File: src/rtl/sd_ramdisk_pkg.sv
// Shared types and constants for the SDRAM-backed SD sector responder.
package sd_ramdisk_pkg;

    // Transfer sequencer states.
    typedef enum logic [2:0] {
        ST_IDLE      = 3'd0,
        ST_RD_REQ    = 3'd1,
        ST_RD_STROBE = 3'd2,
        ST_WR_ADDR   = 3'd3,
        ST_WR_REQ    = 3'd4,
        ST_DONE      = 3'd5
    } state_e;

    // One SD sector.
    localparam int SECTOR_BYTES = 512;

    // Index of the final byte in a sector.
    localparam logic [8:0] LAST_BYTE = 9'(SECTOR_BYTES - 1);

    // Byte returned for reads of sectors outside the image (blank-disk filler).
    localparam logic [7:0] FILL_BYTE = 8'hE5;

endpackage

File: src/rtl/sd_ramdisk.sv
// SD sector-image responder: serves sd_rd/sd_wr requests out of SDRAM, one byte
// at a time through the shared 8-bit SDRAM port.
module sd_ramdisk
    import sd_ramdisk_pkg::*;
#(
    parameter logic [22:0] BASE_ADDR   = 23'h020000,
    parameter logic [31:0] NUM_SECTORS = 32'd400
) (
    input  logic        clk_sys,
    input  logic        reset,

    input  logic [31:0] sd_lba,
    input  logic        sd_rd,
    input  logic        sd_wr,
    output logic        sd_ack,
    output logic [8:0]  sd_buff_addr,
    output logic [7:0]  sd_buff_dout,
    output logic        sd_buff_wr,
    input  logic [7:0]  sd_buff_din,

    output logic [22:0] mem_addr,
    output logic [7:0]  mem_din,
    input  logic [7:0]  mem_dout,
    output logic        mem_rd,
    output logic        mem_we,
    input  logic        mem_ready,

    output logic        busy_err
);

    state_e      state_q,    state_d;
    logic [8:0]  idx_q,      idx_d;        // byte index within the sector
    logic [13:0] lba_q,      lba_d;        // only these LBA bits reach the address
    logic        oor_q,      oor_d;        // accepted LBA is outside the image
    logic        ack_q,      ack_d;
    logic [7:0]  dout_q,     dout_d;
    logic        bwr_q,      bwr_d;
    logic        mem_rd_q,   mem_rd_d;
    logic        mem_we_q,   mem_we_d;
    logic [22:0] mem_addr_q, mem_addr_d;
    logic [7:0]  din_hold_q, din_hold_d;   // requester byte held for the write
    logic        wr_first_q, wr_first_d;   // first cycle of WR_REQ

    logic        req_oor_s;
    logic        last_byte_s;

    assign req_oor_s   = (sd_lba >= NUM_SECTORS);
    assign last_byte_s = (idx_q == LAST_BYTE);

    // State register and all registered outputs.
    always_ff @(posedge clk_sys or posedge reset) begin
        if (reset) begin
            state_q    <= ST_IDLE;
            idx_q      <= 9'd0;
            lba_q      <= 14'd0;
            oor_q      <= 1'b0;
            ack_q      <= 1'b0;
            dout_q     <= 8'd0;
            bwr_q      <= 1'b0;
            mem_rd_q   <= 1'b0;
            mem_we_q   <= 1'b0;
            mem_addr_q <= BASE_ADDR;
            din_hold_q <= 8'd0;
            wr_first_q <= 1'b0;
        end else begin
            state_q    <= state_d;
            idx_q      <= idx_d;
            lba_q      <= lba_d;
            oor_q      <= oor_d;
            ack_q      <= ack_d;
            dout_q     <= dout_d;
            bwr_q      <= bwr_d;
            mem_rd_q   <= mem_rd_d;
            mem_we_q   <= mem_we_d;
            mem_addr_q <= mem_addr_d;
            din_hold_q <= din_hold_d;
            wr_first_q <= wr_first_d;
        end
    end

    // Next-state decision for the transfer sequencer.
    always_comb begin
        state_d = state_q;
        case (state_q)
            ST_IDLE: begin
                if (sd_rd) begin
                    state_d = ST_RD_REQ;
                end else if (sd_wr) begin
                    state_d = ST_WR_ADDR;
                end else begin
                    state_d = ST_IDLE;
                end
            end
            ST_RD_REQ: begin
                // Out-of-range reads never touch SDRAM and finish in one cycle.
                if (oor_q || mem_ready) begin
                    state_d = ST_RD_STROBE;
                end else begin
                    state_d = ST_RD_REQ;
                end
            end
            ST_RD_STROBE: begin
                if (last_byte_s) begin
                    state_d = ST_DONE;
                end else begin
                    state_d = ST_RD_REQ;
                end
            end
            ST_WR_ADDR: begin
                state_d = ST_WR_REQ;
            end
            ST_WR_REQ: begin
                if (oor_q || mem_ready) begin
                    if (last_byte_s) begin
                        state_d = ST_DONE;
                    end else begin
                        state_d = ST_WR_ADDR;
                    end
                end else begin
                    state_d = ST_WR_REQ;
                end
            end
            ST_DONE: begin
                // Wait for the requester to release so a held level does not retrigger.
                if (!sd_rd && !sd_wr) begin
                    state_d = ST_IDLE;
                end else begin
                    state_d = ST_DONE;
                end
            end
            default: begin
                state_d = ST_IDLE;
            end
        endcase
    end

    // Next values of the registered outputs and datapath, per state.
    always_comb begin
        idx_d      = idx_q;
        lba_d      = lba_q;
        oor_d      = oor_q;
        ack_d      = ack_q;
        dout_d     = dout_q;
        bwr_d      = 1'b0;
        mem_rd_d   = mem_rd_q;
        mem_we_d   = mem_we_q;
        din_hold_d = din_hold_q;
        wr_first_d = 1'b0;
        case (state_q)
            ST_IDLE: begin
                if (sd_rd || sd_wr) begin
                    ack_d    = 1'b1;
                    idx_d    = 9'd0;
                    lba_d    = sd_lba[13:0];
                    oor_d    = req_oor_s;
                    mem_rd_d = sd_rd && !req_oor_s;
                end else begin
                    ack_d = 1'b0;
                end
            end
            ST_RD_REQ: begin
                if (oor_q) begin
                    dout_d = FILL_BYTE;
                    bwr_d  = 1'b1;
                end else if (mem_ready) begin
                    dout_d   = mem_dout;
                    bwr_d    = 1'b1;
                    mem_rd_d = 1'b0;
                end else begin
                    mem_rd_d = 1'b1;
                end
            end
            ST_RD_STROBE: begin
                if (last_byte_s) begin
                    ack_d = 1'b0;
                end else begin
                    idx_d    = idx_q + 9'd1;
                    mem_rd_d = !oor_q;
                end
            end
            ST_WR_ADDR: begin
                mem_we_d   = !oor_q;
                wr_first_d = 1'b1;
            end
            ST_WR_REQ: begin
                // Requester data becomes valid one cycle after the address; grab it then.
                if (wr_first_q) begin
                    din_hold_d = sd_buff_din;
                end else begin
                    din_hold_d = din_hold_q;
                end
                if (oor_q || mem_ready) begin
                    mem_we_d = 1'b0;
                    if (last_byte_s) begin
                        ack_d = 1'b0;
                    end else begin
                        idx_d = idx_q + 9'd1;
                    end
                end else begin
                    mem_we_d = !oor_q;
                end
            end
            ST_DONE: begin
                ack_d = 1'b0;
            end
            default: begin
                ack_d    = 1'b0;
                mem_rd_d = 1'b0;
                mem_we_d = 1'b0;
            end
        endcase
        // Upper LBA bits beyond 14 only matter to the range check.
        mem_addr_d = BASE_ADDR + {lba_d, idx_d};
    end

    assign sd_ack       = ack_q;
    assign sd_buff_addr = idx_q;
    assign sd_buff_dout = dout_q;
    assign sd_buff_wr   = bwr_q;
    assign mem_rd       = mem_rd_q;
    assign mem_we       = mem_we_q;
    assign mem_addr     = mem_addr_q;
    assign busy_err     = oor_q;
    // First WR_REQ cycle passes the requester byte straight through, then the held copy.
    assign mem_din      = wr_first_q ? sd_buff_din : din_hold_q;

endmodule

File: config.mk
export PLATFORM = sky130hd
export DESIGN_NAME = sd_ramdisk
export DESIGN_NICKNAME = d
export VERILOG_FILES = /design/src/rtl/sd_ramdisk_pkg.sv /design/src/rtl/sd_ramdisk.sv
export SDC_FILE = /design/constraint.sdc
export NUM_CORES = 1
export LEC_CHECK = 0
export CAP_MARGIN = 15
export CORE_MARGIN = 1.5
export CORE_UTILIZATION = 45
export CTS_BUF_LIST = sky130_fd_sc_hd__clkbuf_8
export CTS_CLUSTER_SIZE = 28
export DETAILED_ROUTE_END_ITERATION = 16
export GPL_TIMING_DRIVEN = 0
export HOLD_SLACK_MARGIN = 0.02
export PLACE_DENSITY = 0.85
export SLEW_MARGIN = 20
export SYNTH_ARGS = -nofsm -noshare
export SYNTH_HDL_FRONTEND = slang
export SYNTH_SLANG_ARGS = --single-unit
File: constraint.sdc
create_clock -name clk_sys -period 2.33 [get_ports clk_sys]
set_input_delay 0.233 -clock clk_sys [delete_from_list [all_inputs] [get_ports clk_sys]]
set_output_delay 0.233 -clock clk_sys [all_outputs]
set_load 0.1 [all_outputs]
### Yosys cells after proc, flatten, opt, wreduce, memory -nomap -nowiden

Cells that the tools add are included.

* bitwise logic cells: 2
* equality and inequality tests: 10
* reduce and logical (&&, ||, !) cells: 17
* $add $sub $neg: 2
* multiplexer cells: 32
* order comparisons: 1

Operators with widths (number)
* >= comparator 32 x 9 -> 1 bit (second input constant): 1
* 2-to-1 mux 14 bit: 2
* 2-to-1 mux 9 bit: 3
* case mux 9 bit (3 select lines): 1
* 2-to-1 mux 8 bit: 3
* adder 18 x 23 -> 23 bit (first input constant): 1
* case mux 3 bit (6 select lines): 1
* 2-to-1 mux 1 bit: 12
* 2-to-1 mux 3 bit: 4
* adder 9 x 1 -> 9 bit (second input constant): 1
* equality test 9 bit (second input constant): 1
* inequality test 2 bit (second input constant): 4
* case mux 1 bit (4 select lines): 2
* equality test 3 x 2 -> 1 bit (second input constant): 2
* equality test 3 bit (second input constant): 2
* 2-to-1 mux 2 bit: 3
* AND reduction 2 bit: 3
* logical NOT 1 bit: 4
* AND reduction 4 bit: 1
* OR reduction 4 bit: 1
* equality test 3 x 1 -> 1 bit (second input constant): 1
* logical NOT 3 bit: 1
* case mux 1 bit (3 select lines): 1
* OR reduction 3 bit: 1
* 5 further kinds: 8

* bits in registers: 71
* word-level logic and storage cells: 76
* input bits: 53

### Depth between registers and ports, before layout

* word-level depth: 5
* depth in mapped cells: 9

### Worst setup path after synthesis

No wires, ideal clock.

* kind: flip-flop to flip-flop
* start: register, netlist name mem_addr[0]
* end: register ack_q (netlist: sd_ack)
* data arrival time: 2.296 ns
* stages on the path, launching flop included: 7
* period minus slack after synthesis: 2.434 ns
* setup time: 0.139 ns
* setup slack: -0.104 ns
* cells stage by stage: dfrtp_1 -> ha_1 -> nand4_1 -> or2_1 -> clkbuf_1 -> o211ai_1 -> o311ai_1

RTL lines
* end signal: assignment: RTL line sd_ramdisk.sv:70 `ack_q <= ack_d;`
* end: declaration: RTL line sd_ramdisk.sv:35 `logic ack_q, ack_d;`

### Final worst setup path

* start: register oor_q (netlist: busy_err)
* end: output busy_err

RTL lines
* start: declaration: RTL line sd_ramdisk.sv:34 `logic oor_q, oor_d;`
* start signal: assignment: RTL line sd_ramdisk.sv:69 `oor_q <= oor_d;`
* end: declaration: RTL line sd_ramdisk.sv:28 `output logic busy_err`

No word-level cell between the ends.

==> results.txt <==
The fraction of the mapped netlist area in compound gates came out at 14.67%. The total of hold buffers inserted after clock tree synthesis is 0. The number of setup violations in the final report is 0. The number of violations reported at the end of detailed-routing iteration 0 is 231. By area, the combinational part of the netlist is dominated by compound AO/OA/AOI/OAI gates.

The number of enable-type register cells in the synthesized netlist came out at 0. The most used flip-flop cell after synthesis is sky130_fd_sc_hd__dfrtp_1. The clock period minus final worst setup slack came out at 2.252 ns. After detailed routing, the number of remaining DRC violations is 0.

The post-CTS setup buffer count came out at 0. Wires add up to 6871 µm. The maximum buffer depth of the clock tree is 2. The initial antenna violation count is 0.

The register bit count reported by yosys is 54. STA classifies the critical path startpoint as a register. The count of buffers added on input and output ports is 105. The min-delay analysis places its worst path in the category primary input to asynchronous set/reset pin. The filler cells instantiated in the layout total 467. At the pin with the least slew margin, the transition time is 1.008 ns. The overall global routing resource usage came out at 22.12%. The sequential-to-total area share from yosys stat came out at 47.47%. The number of cell rows is 28. The setup total negative slack came out at 0 ns. The required time of the worst setup path is 2.10 ns. The fmax came out at 444.1 MHz.

The die area is 6818 µm². The depth of the CTS H-tree came out at 2. The number of max-cap violations came out at 0. The number of CTS-inserted buffers came out at 5.

The basic-gate share of the synthesized area counting and, or, nand and nor cells is 13.26%. The fraction of layout instances using a drive strength above 1 came out at 17.75%. The count of buffer and inverter cells on the critical path is 1. The critical path is of the register to primary output type. The CTS tree is built.

In the synthesized netlist, mux cells make up 14.32% of the area. On the critical path the largest part of the delay comes from buffers and inverters. The leakage power summed over all cells is 1.774 nW. The clock net in this run drives a total of 54 sinks. The die is 82.57 µm wide.

The signal on the critical path passes through clkdlybuf4s50_1. The detailed placement HPWL is 5157 µm. The via count of the first global-routing pass is 2461. The final layout net count came out at 437. The pin count of the biggest net entering global routing is 35.

The max-slew violation total from the final report was 0. Once placement finished, the instance area stood at 4016 µm². The gate count of the mapped netlist is 269. The clock slew seen by the registers of the worst setup and hold paths is 0.10 ns. The final design instance area without fill came out at 4134 µm².

The final instance count without filler cells came out at 458. Setup repair after global routing left no endpoint under its margin. The tree is rooted in a sky130_fd_sc_hd__clkbuf_8. The fraction of the cycle the final worst path needs came out at 96.64%.

During I/O placement, the number of pins put on the boundary was 106. The netlist uses 55 different library cells. The worst supply voltage drop on vdd is 0.001083 V.

The number of detailed-route iterations in the first pass is 4. The hold violation total from the final report is 0. The cell at the slowest stage of the critical path is sky130_fd_sc_hd__clkdlybuf4s50_1. The core region is 6026 µm². The clock reaches the later pin of the worst-skew pair after 0.31 ns. The async set-or-reset flop fraction in the synthesized netlist came out at 100.0%. For this block, the via count after detailed routing is 2494. The area growth from synthesis to layout came out at 45.10%. After detailed placement, the design holds a cell count of 450. The number of inserted diodes is 0.

After Yosys synthesis, full adders, half adders and majority gates account for 0.8783% of the synthesized area. The congestion estimate from routability-driven global placement came to 0.9057. In this run the tightest slew margin relative to its limit is 32.58%. The number of vias per cell came out at 5.445. The total congestion overflow is 0.

The number of nets handed over by synthesis was 324. The number of nets still failing antenna checks after routing came out at 0. The worst setup path is captured at a primary output. Across the routed clock network, the largest skew measured is 0.007058 ns. The die height came out at 82.57 µm. Once layout is complete, the utilization of the core stands at 68.60%.

The final worst hold slack came out at 0.2615 ns. The first-pass GRT wire length came out at 11390 µm. The synthesized netlist devotes 1.230% of its cell area to XOR and XNOR gates. During synthesis, Yosys emitted a total of 0 warnings.

The mean area per synthesized cell came out at 10.59 µm². The run finished with clean final reports. The starting utilization of the core area came out at 47.28%. The detailed-route wire length per cell came out at 15.00 µm. Power spread over the standard cell area amounts to 1466 nW/µm².

For the worst setup path, the data arrival time is 2.02 ns. The largest fanout on the critical path is 8. The delay of the slowest cell on the worst path is 1.21 ns. The mapped cell area is 2849 µm².
==> Yosys cell counts (2+ instances only) <==
master | instances | area share (%)
sky130_fd_sc_hd__dfrtp_1 | 53 | 47
sky130_fd_sc_hd__buf_4 | 18 | 4.7
sky130_fd_sc_hd__nor2_1 | 18 | 2.4
sky130_fd_sc_hd__mux2_1 | 17 | 6.7
sky130_fd_sc_hd__a21oi_1 | 14 | 2.5
sky130_fd_sc_hd__mux2_2 | 13 | 5.1
sky130_fd_sc_hd__nand2_1 | 12 | 1.6
sky130_fd_sc_hd__inv_1 | 7 | 0.92
sky130_fd_sc_hd__mux2i_1 | 7 | 2.5
sky130_fd_sc_hd__buf_2 | 6 | 1.1
sky130_fd_sc_hd__clkbuf_1 | 6 | 0.79
sky130_fd_sc_hd__o21ai_1 | 6 | 1.1
sky130_fd_sc_hd__nand3_1 | 5 | 0.88
sky130_fd_sc_hd__nor3_1 | 5 | 0.88
sky130_fd_sc_hd__nor4_1 | 5 | 1.1
sky130_fd_sc_hd__o211ai_1 | 5 | 1.3
sky130_fd_sc_hd__o21ai_0 | 5 | 0.88
sky130_fd_sc_hd__a221o_1 | 4 | 1.4
sky130_fd_sc_hd__a22o_1 | 4 | 1.2
sky130_fd_sc_hd__inv_2 | 4 | 0.53
sky130_fd_sc_hd__nand4_1 | 4 | 0.88
sky130_fd_sc_hd__a21o_1 | 3 | 0.79
sky130_fd_sc_hd__and3_1 | 3 | 0.66
sky130_fd_sc_hd__nand3b_1 | 3 | 0.79
sky130_fd_sc_hd__or3_1 | 3 | 0.66
sky130_fd_sc_hd__xnor2_1 | 3 | 0.92
sky130_fd_sc_hd__a311o_1 | 2 | 0.70
sky130_fd_sc_hd__a31oi_1 | 2 | 0.44
sky130_fd_sc_hd__ha_1 | 2 | 0.88
sky130_fd_sc_hd__nor3_2 | 2 | 0.70
sky130_fd_sc_hd__o22ai_1 | 2 | 0.44
sky130_fd_sc_hd__or2_1 | 2 | 0.44
sky130_fd_sc_hd__or4_1 | 2 | 0.53
==> cell usage in the layout, fill, tap and decap left out, drive strengths merged, types with 3 or more instances in the layout <==
cell	n
a21oi	14
nor4	5
nor2	18
clkdlybuf4s15	8
dfrtp	53
mux2	30
or2	3
a221o	4
xnor2	3
buf	25
dlymetal6s2s	4
a22o	4
clkdlybuf4s50	93
and3	3
or3	3
nand2	13
nand4	4
nand3	6
clkbuf	13
inv	11
o21ai	11
nand3b	3
nor3	8
a21o	3
o211ai	5
mux2i	7
==> what timing repair did <==
| action | CTS | global route |
|---|---|---|
| hold endpoints to repair | 0 | 0 |
| resized for setup | 24 | 5 |
| setup endpoints to repair | 8 | 5 |
==> final timing paths <==
path | from | endpoint | slack, ns | cells after the start
max | busy_err | busy_err | 0.08 | 1
min | reset | din_hold_q[7] | 0.26 | 2
max reg2reg | state_q[0] | mem_addr[21] | 0.14 | 8
min reg2reg | lba_q[8] | mem_addr[17] | 0.47 | 1
max in group asynchronous | reset | mem_addr[17] | 1.48 | 3
min in group clk_sys | lba_q[8] | mem_addr[17] | 0.47 | 1
==> cell families (layout without fill, tap and decap cells) <==
| family | count (synthesis) | after routing |
|---|---|---|
| AND/OR/NAND/NOR | 70 | 70 |
| XOR/XNOR | 4 | 4 |
| AO/OA/AOI/OAI | 60 | 60 |
| buffers and inverters | 42 | 156 |
| adder cells (fa/ha/maj) | 2 | 2 |
| flip-flops | 54 | 54 |
| multiplexers | 37 | 37 |
==> per-layer routing <==
layer,vias up,GRT usage (%),routed length [µm],share of wire (%)
met5,-,0,0,0
met3,9,6.593,605,8.8
li1,1189,-,-,-
met1,1179,26.21,2767,40
met4,0,6.833,99,1.4
met2,117,38.46,3398,49
==> stage by stage <==
stage | total power, mW | worst slack [ns]
4_1_cts | 6.086 | 0.02468
5_1_grt | 6.354 | 0.001872
6_report | 6.058 | 0.07836
3_5_place_dp | 5.550 | -0.2544
2_1_floorplan | 4.656 | 0.01826
3_3_place_gp | 5.483 | -0.3636
==> cell type report <==
cell class | count | area (µm²) | share of cell area (%)
timing repair buffer | 106 | 1091 | 26.39
multi-input combinational | 173 | 1264 | 30.57
buffer | 31 | 193.9 | 4.691
sequential | 54 | 1355 | 32.78
clock buffer | 6 | 82.58 | 1.998
tap | 75 | 93.84 | 2.270
clock inverter | 2 | 12.51 | 0.3027
inverter | 11 | 41.29 | 0.9988
==> where the power goes <==
group | total, mW | internal, mW | switching [mW] | leakage [nW]
registers | 1.46 | 1.27 | 0.195 | 0.656
logic | 4.05 | 1.17 | 2.88 | 1.07
clock network | 0.542 | 0.239 | 0.303 | 0.0472
total | 6.06 | 2.68 | 3.38 | 1.77
==> flip-flops by register name, summed over array words and instances (netlist names) <==
name          flops
busy_err          1
din_hold_q        8
lba_q             6
mem_addr         23
mem_rd            1
mem_we            1
sd_ack            1
sd_buff_dout      8
sd_buff_wr        1
state_q           3
wr_first_q        1
(Power assumes the default switching activity.)
